### src/rtl/sdf_butterfly_stage_pkg.sv
// Shared FFT constants and twiddle helpers for the radix-2 single-path
// delay-feedback butterfly stage.
package sdf_butterfly_stage_pkg;

   localparam int DATA_W = 32;
   localparam int TW_W = 18;
   localparam int TW_FRAC = 16;
   localparam int TW_UNITY_INT = 65536;
   localparam logic signed [TW_W-1:0] TW_UNITY = TW_W'(TW_UNITY_INT);

   localparam real PI = 3.14159265358979323846;

   // Q2.16 quantisation with round half away from zero.
   function automatic logic signed [TW_W-1:0] q16_round(input real v);
      real s;
      int r;
      s = v * (2.0 ** TW_FRAC);
      if (s >= 0.0) r = $rtoi($floor(s + 0.5));
      else r = -$rtoi($floor(-s + 0.5));
      return TW_W'(r);
   endfunction

   function automatic logic signed [TW_W-1:0] tw_re_of(input int k, input int dlog2);
      return q16_round($cos(PI * real'(k) / real'(1 << dlog2)));
   endfunction

   function automatic logic signed [TW_W-1:0] tw_im_of(input int k, input int dlog2);
      return q16_round(-$sin(PI * real'(k) / real'(1 << dlog2)));
   endfunction

endpackage

### src/rtl/sdf_butterfly_stage_twiddle_rom.sv
// Twiddle table W(k) = exp(-j*pi*k/D) with a registered output; the
// unity select substitutes 1.0 for the sum half of each frame.
module twiddle_rom
   import sdf_butterfly_stage_pkg::*;
#(
   parameter int DLOG2 = 2
)
(
   input  logic                   clk,
   input  logic                   rstn,
   input  logic                   en,
   input  logic                   unity,
   input  logic [DLOG2-1:0]       addr,
   output logic signed [TW_W-1:0] tw_re,
   output logic signed [TW_W-1:0] tw_im
);

   localparam int D = 1 << DLOG2;

   logic signed [TW_W-1:0] tab_re [D];
   logic signed [TW_W-1:0] tab_im [D];
   logic signed [TW_W-1:0] tw_re_q, tw_re_d;
   logic signed [TW_W-1:0] tw_im_q, tw_im_d;

   // Entries are elaboration-time constants, so the table folds to logic.
   for (genvar i = 0; i < D; i++) begin : g_tab
      localparam logic signed [TW_W-1:0] ENTRY_RE = tw_re_of(i, DLOG2);
      localparam logic signed [TW_W-1:0] ENTRY_IM = tw_im_of(i, DLOG2);
      assign tab_re[i] = ENTRY_RE;
      assign tab_im[i] = ENTRY_IM;
   end

   always_comb begin
      tw_re_d = tw_re_q;
      tw_im_d = tw_im_q;
      if (en) begin
         if (unity) begin
            tw_re_d = TW_UNITY;
            tw_im_d = '0;
         end else begin
            tw_re_d = tab_re[addr];
            tw_im_d = tab_im[addr];
         end
      end
   end

   always_ff @(posedge clk or negedge rstn) begin
      if (!rstn) begin
         tw_re_q <= TW_UNITY;
         tw_im_q <= '0;
      end else begin
         tw_re_q <= tw_re_d;
         tw_im_q <= tw_im_d;
      end
   end

   assign tw_re = tw_re_q;
   assign tw_im = tw_im_q;

endmodule

### src/rtl/sdf_butterfly_stage.sv
// Radix-2 SDF butterfly stage: the first half of each frame is parked in a
// D-entry buffer, the second half emits halved sums and parks halved
// differences, which stream out with W(k) during the next frame's first half.
module sdf_butterfly_stage
   import sdf_butterfly_stage_pkg::*;
#(
   parameter int DLOG2 = 2
)
(
   input  logic                     clk,
   input  logic                     rstn,
   input  logic                     in_valid,
   input  logic signed [DATA_W-1:0] in_re,
   input  logic signed [DATA_W-1:0] in_im,
   output logic                     out_valid,
   output logic signed [DATA_W-1:0] out_re,
   output logic signed [DATA_W-1:0] out_im,
   output logic signed [TW_W-1:0]   tw_re,
   output logic signed [TW_W-1:0]   tw_im,
   output logic                     out_sof
);

   localparam int D = 1 << DLOG2;

   logic [DLOG2:0]            cnt_q, cnt_d;
   logic                      primed_q, primed_d;
   logic                      out_valid_q, out_valid_d;
   logic                      out_sof_q, out_sof_d;
   logic signed [DATA_W-1:0]  out_re_q, out_re_d;
   logic signed [DATA_W-1:0]  out_im_q, out_im_d;

   logic signed [DATA_W-1:0]  buf_re_q [D];
   logic signed [DATA_W-1:0]  buf_im_q [D];
   logic                      buf_we;
   logic signed [DATA_W-1:0]  buf_wr_re, buf_wr_im;

   logic                      phase;
   logic [DLOG2-1:0]          k;
   logic signed [DATA_W-1:0]  y_re, y_im;
   logic signed [DATA_W:0]    sum_re, sum_im, diff_re, diff_im;
   logic                      tw_en;

   // One extra bit of headroom makes the halved sum/difference exact in 32 bits.
   always_comb begin
      phase   = cnt_q[DLOG2];
      k       = cnt_q[DLOG2-1:0];
      y_re    = buf_re_q[k];
      y_im    = buf_im_q[k];
      sum_re  = {y_re[DATA_W-1], y_re} + {in_re[DATA_W-1], in_re};
      sum_im  = {y_im[DATA_W-1], y_im} + {in_im[DATA_W-1], in_im};
      diff_re = {y_re[DATA_W-1], y_re} - {in_re[DATA_W-1], in_re};
      diff_im = {y_im[DATA_W-1], y_im} - {in_im[DATA_W-1], in_im};

      cnt_d       = cnt_q;
      primed_d    = primed_q;
      out_valid_d = 1'b0;
      out_sof_d   = 1'b0;
      out_re_d    = out_re_q;
      out_im_d    = out_im_q;
      buf_we      = 1'b0;
      buf_wr_re   = in_re;
      buf_wr_im   = in_im;

      if (in_valid) begin
         cnt_d  = cnt_q + 1'b1;
         buf_we = 1'b1;
         if (!phase) begin
            out_valid_d = primed_q;
            if (primed_q) begin
               out_re_d = y_re;
               out_im_d = y_im;
            end
         end else begin
            primed_d    = 1'b1;
            out_valid_d = 1'b1;
            out_sof_d   = (k == '0);
            out_re_d    = DATA_W'(sum_re >>> 1);
            out_im_d    = DATA_W'(sum_im >>> 1);
            buf_wr_re   = DATA_W'(diff_re >>> 1);
            buf_wr_im   = DATA_W'(diff_im >>> 1);
         end
      end

      tw_en = out_valid_d;
   end

   always_ff @(posedge clk or negedge rstn) begin
      if (!rstn) begin
         cnt_q       <= '0;
         primed_q    <= 1'b0;
         out_valid_q <= 1'b0;
         out_sof_q   <= 1'b0;
         out_re_q    <= '0;
         out_im_q    <= '0;
      end else begin
         cnt_q       <= cnt_d;
         primed_q    <= primed_d;
         out_valid_q <= out_valid_d;
         out_sof_q   <= out_sof_d;
         out_re_q    <= out_re_d;
         out_im_q    <= out_im_d;
      end
   end

   // Stale buffer contents after reset are hidden by primed_q.
   always_ff @(posedge clk) begin
      if (buf_we) begin
         buf_re_q[k] <= buf_wr_re;
         buf_im_q[k] <= buf_wr_im;
      end
   end

   twiddle_rom #(
      .DLOG2 (DLOG2)
   ) u_twiddle_rom (
      .clk   (clk),
      .rstn  (rstn),
      .en    (tw_en),
      .unity (phase),
      .addr  (k),
      .tw_re (tw_re),
      .tw_im (tw_im)
   );

   assign out_valid = out_valid_q;
   assign out_sof   = out_sof_q;
   assign out_re    = out_re_q;
   assign out_im    = out_im_q;

endmodule

### config.mk
export PLATFORM = sky130hd
export DESIGN_NAME = sdf_butterfly_stage
export DESIGN_NICKNAME = d
export VERILOG_FILES = /design/src/rtl/sdf_butterfly_stage_pkg.sv /design/src/rtl/sdf_butterfly_stage_twiddle_rom.sv /design/src/rtl/sdf_butterfly_stage.sv
export SDC_FILE = /design/constraint.sdc
export NUM_CORES = 1
export LEC_CHECK = 0
export ABC_AREA = 1
export BUFFER_PORTS_ARGS = -buffer_cell sky130_fd_sc_hd__buf_4
export CORE_MARGIN = 2
export CORE_UTILIZATION = 50
export CTS_CLUSTER_SIZE = 16
export DETAILED_ROUTE_END_ITERATION = 12
export GPL_TIMING_DRIVEN = 0
export PLACE_DENSITY = 0.65
export SYNTH_ARGS = -nofsm -noshare
export SYNTH_HDL_FRONTEND = slang
export SYNTH_SLANG_ARGS = --single-unit
### constraint.sdc
create_clock -name clk -period 4.26 [get_ports clk]
set_input_delay 0.426 -clock clk [delete_from_list [all_inputs] [get_ports clk]]
set_output_delay 0.426 -clock clk [all_outputs]
set_load 0.03 [all_outputs]
==> impl_metrics.ini <==
[timing]
post-route-min-period_ns = 4.138
tightest_slew_ns = 1.356
worst_slack_ns = 0.1216
hold_viol_final = 0
slew_headroom = 0.09584
finalClockSkew_ns = 0.01544
setup_viol = 0
fmax_ghz = 0.2416
slew_violations = 0
post-route-period-util = 0.9715
rsz0062_at_grt = yes

[floorplanning]
rows = 77
io_pins = 169
die_h_um = 214.4
die-area_mm2 = 0.04597
start_util = 0.5039
core_area_mm2 = 0.04393
die-width_um = 214.4

[logic_synthesis]
yosysTopAreaCell = edfxtp_1
async_flop_share = 0.2266
yosysTopAreaCellShare = 0.3473
synth_ff_type = edfxtp_1
synthCells = 2807
ys_top_cells_by_area = edfxtp_1 (35%), nand2_1 (9.7%), dfrtp_1 (8.4%)
ys_warn_count = 0
ys_ff_latch = 331
ys_seq_area_frac = 0.4321
yosysUniqueCellTypes = 53
synth_edf_count = 256
syn_area_mm2 = 0.02214
synth_area_per_cell_um2 = 7.886

[drt]
final_antenna_net_count = 0
drtPass1Iterations = 6
post_drt_via_cell_ratio = 5.818
wirelength_mm = 83.93
post_drt_wl_per_cell_um = 23.06
vias = 21180
drc = 0
drt_iter0_drc = 2439

[layout]
layout_commonest_cell = nand2_1
diodes = 0
fillers = 4004
ff_latch_area_mm2 = 0.009565
syn_to_final_growth_pct = 15.57
multi_input_area_mm2 = 0.01076
fin_area_mm2 = 0.02558
final_cell_mix = nand2_1 (571), nor2_1 (372), inv_1 (274)
nets = 3223
utilization = 0.5823
drive_gt1_frac = 0.1299

[critical_path]
cpPeakStageDelay_ns = 0.50
start_kind = register
path_cells = buf_6 > buf_2 > buf_2 > o21ai_0 > o22ai_1 > ha_1 > buf_2 > a21oi_1 > o21ai_0 > a21oi_2 > nand2_4 > nand3_1 > nand2_1 > nand2_1 > nand3_1 > o21ai_1 > inv_1
end_kind = register
critical_path_class = register to register
r2r_slack_ns = 0.12
cp.arrival_ns = 4.44
timing.rr.end = buf_im_q[1][26]
cpMaxStageDelayCell = dfrtp_1
timing.rr.start = cnt_q[0]
cp-startpoint = cnt_q[0]
cp_common_cell = buf_2
critPathTopFamily = compound AO/OA/AOI/OAI gates
path_buf_inv = 5
reg2regPathDepth = 17
worstPathMaxFanout = 10
required_ns = 4.56

[placed_design]
place_congestion = 1.030
pre_cts_slack_ns = -0.2601
hpwlAfterDp_mm = 64.09
postPlaceCellArea_mm2 = 0.02422
numPortBuffers = 162

[cts]
hold_buffers = 0
clkTransAtPathRegs_ns = 0.06
root_buffer = clkbuf_16
clk_latency_ns = 0.58
cts_setup_buffers = 0
tritoncts = done
cts_made_buffers = 39
clockBufferDepth = 3
htreeDepth = 2
clkSinkCount = 331

[global_routing]
grt_pass1_wl_mm = 124.0
globalRouteOverflowTotal = 0
grt_max_degree = 76
grt_pass1_vias = 20400
grt_antenna_before_repair = 0
grt_use_met1 = 0.4681
grt_use_met2 = 0.5983
track_usage = 0.3605
grt_busiest_layer = met2
gr-usage-met3 = 0.05986

[min_path]
hold_path_class = primary input to async pin

[job]
drv_cap = 0

[outcome]
status = finished, final reports clean
-- routing by layer --
layer  up-vias  wire (um)
met4         0       3969
li1       9843          -
met1     10070      33750
met5         -          0
met2      1065      39300
met3       206       6911
-- registers in the layout, indices dropped and copies added, names as in the netlist --
name                 count
out_sof                  1
out_valid                1
out_re                  32
primed_q                 1
buf_im_q               128
out_im                  32
u_twiddle_rom.tw_re      4
buf_re_q               128
cnt_q                    3
u_twiddle_rom.tw_im      1
-- logic make-up after synthesis --
| logic type | count (synthesis) | synth area share |
|---|---|---|
| AND/OR/NAND/NOR | 1188 | 0.2210 |
| other | 1 | 0.0001694 |
| flip-flops | 331 | 0.4321 |
| adder cells (fa/ha/maj) | 138 | 0.07936 |
| AO/OA/AOI/OAI | 652 | 0.1636 |
| buffers and inverters | 451 | 0.08552 |
| XOR/XNOR | 46 | 0.01820 |
-- what timing repair did --
action                                  4_1_cts  5_1_grt
resized for setup                             3       30
gates cloned                                  0        0
endpoints found under the setup margin       64      186
endpoints found under the hold margin         0        0
pin swaps                                     0        0
-- worst max path at each step --
stage                     depth (start not counted)         endpoint
after global routing                             14  buf_im_q[3][29]
after global placement                            6  buf_re_q[0][26]
after detailed placement                         15  buf_im_q[3][29]
after CTS                                        16       out_re[28]
after floorplan                                  19  buf_re_q[0][27]
final                                            17  buf_im_q[1][26]
-- final cells by class --
type                    count  area share
well taps                 592     0.02895
plain buffers             146     0.02988
repair buffers            166     0.05155
clock inverters            19    0.007483
inverters                 304     0.04500
flip-flops and latches    331      0.3739
multi-input cells        2030      0.4207
clock buffers              52     0.04250
-- per-stage QoR --
step / setup TNS [ns] / hold WS [ns] / instances
after floorplan: 0 / 0.1304 / 2812
after global placement: -36.58 / 0.4620 / 3566
after detailed placement: -6.489 / 0.4677 / 3570
after CTS: 0 / 0.1109 / 3641
after global routing: -0.02782 / 0.1517 / 3640
final: 0 / 0.07364 / 3640
-- synthesized netlist by cell type (all sizes together) (4+ instances only) --
cell	n
nand2	590
nand4	13
a21boi	9
ha	134
o21bai	15
buf	84
a31oi	16
o311ai	4
o22ai	60
inv	303
a21oi	180
nand3	159
nor2	374
dfrtp	74
edfxtp	256
a21o	24
nor3	36
nand3b	4
o21a	11
or2	4
o211ai	17
nor4	5
fa	4
xnor2	4
clkbuf	63
xor2	42
o21ai	312
Power is left out: the tool's default activity adds up to more than one toggle a clock period on the data nets, which glitch-free logic cannot reach.
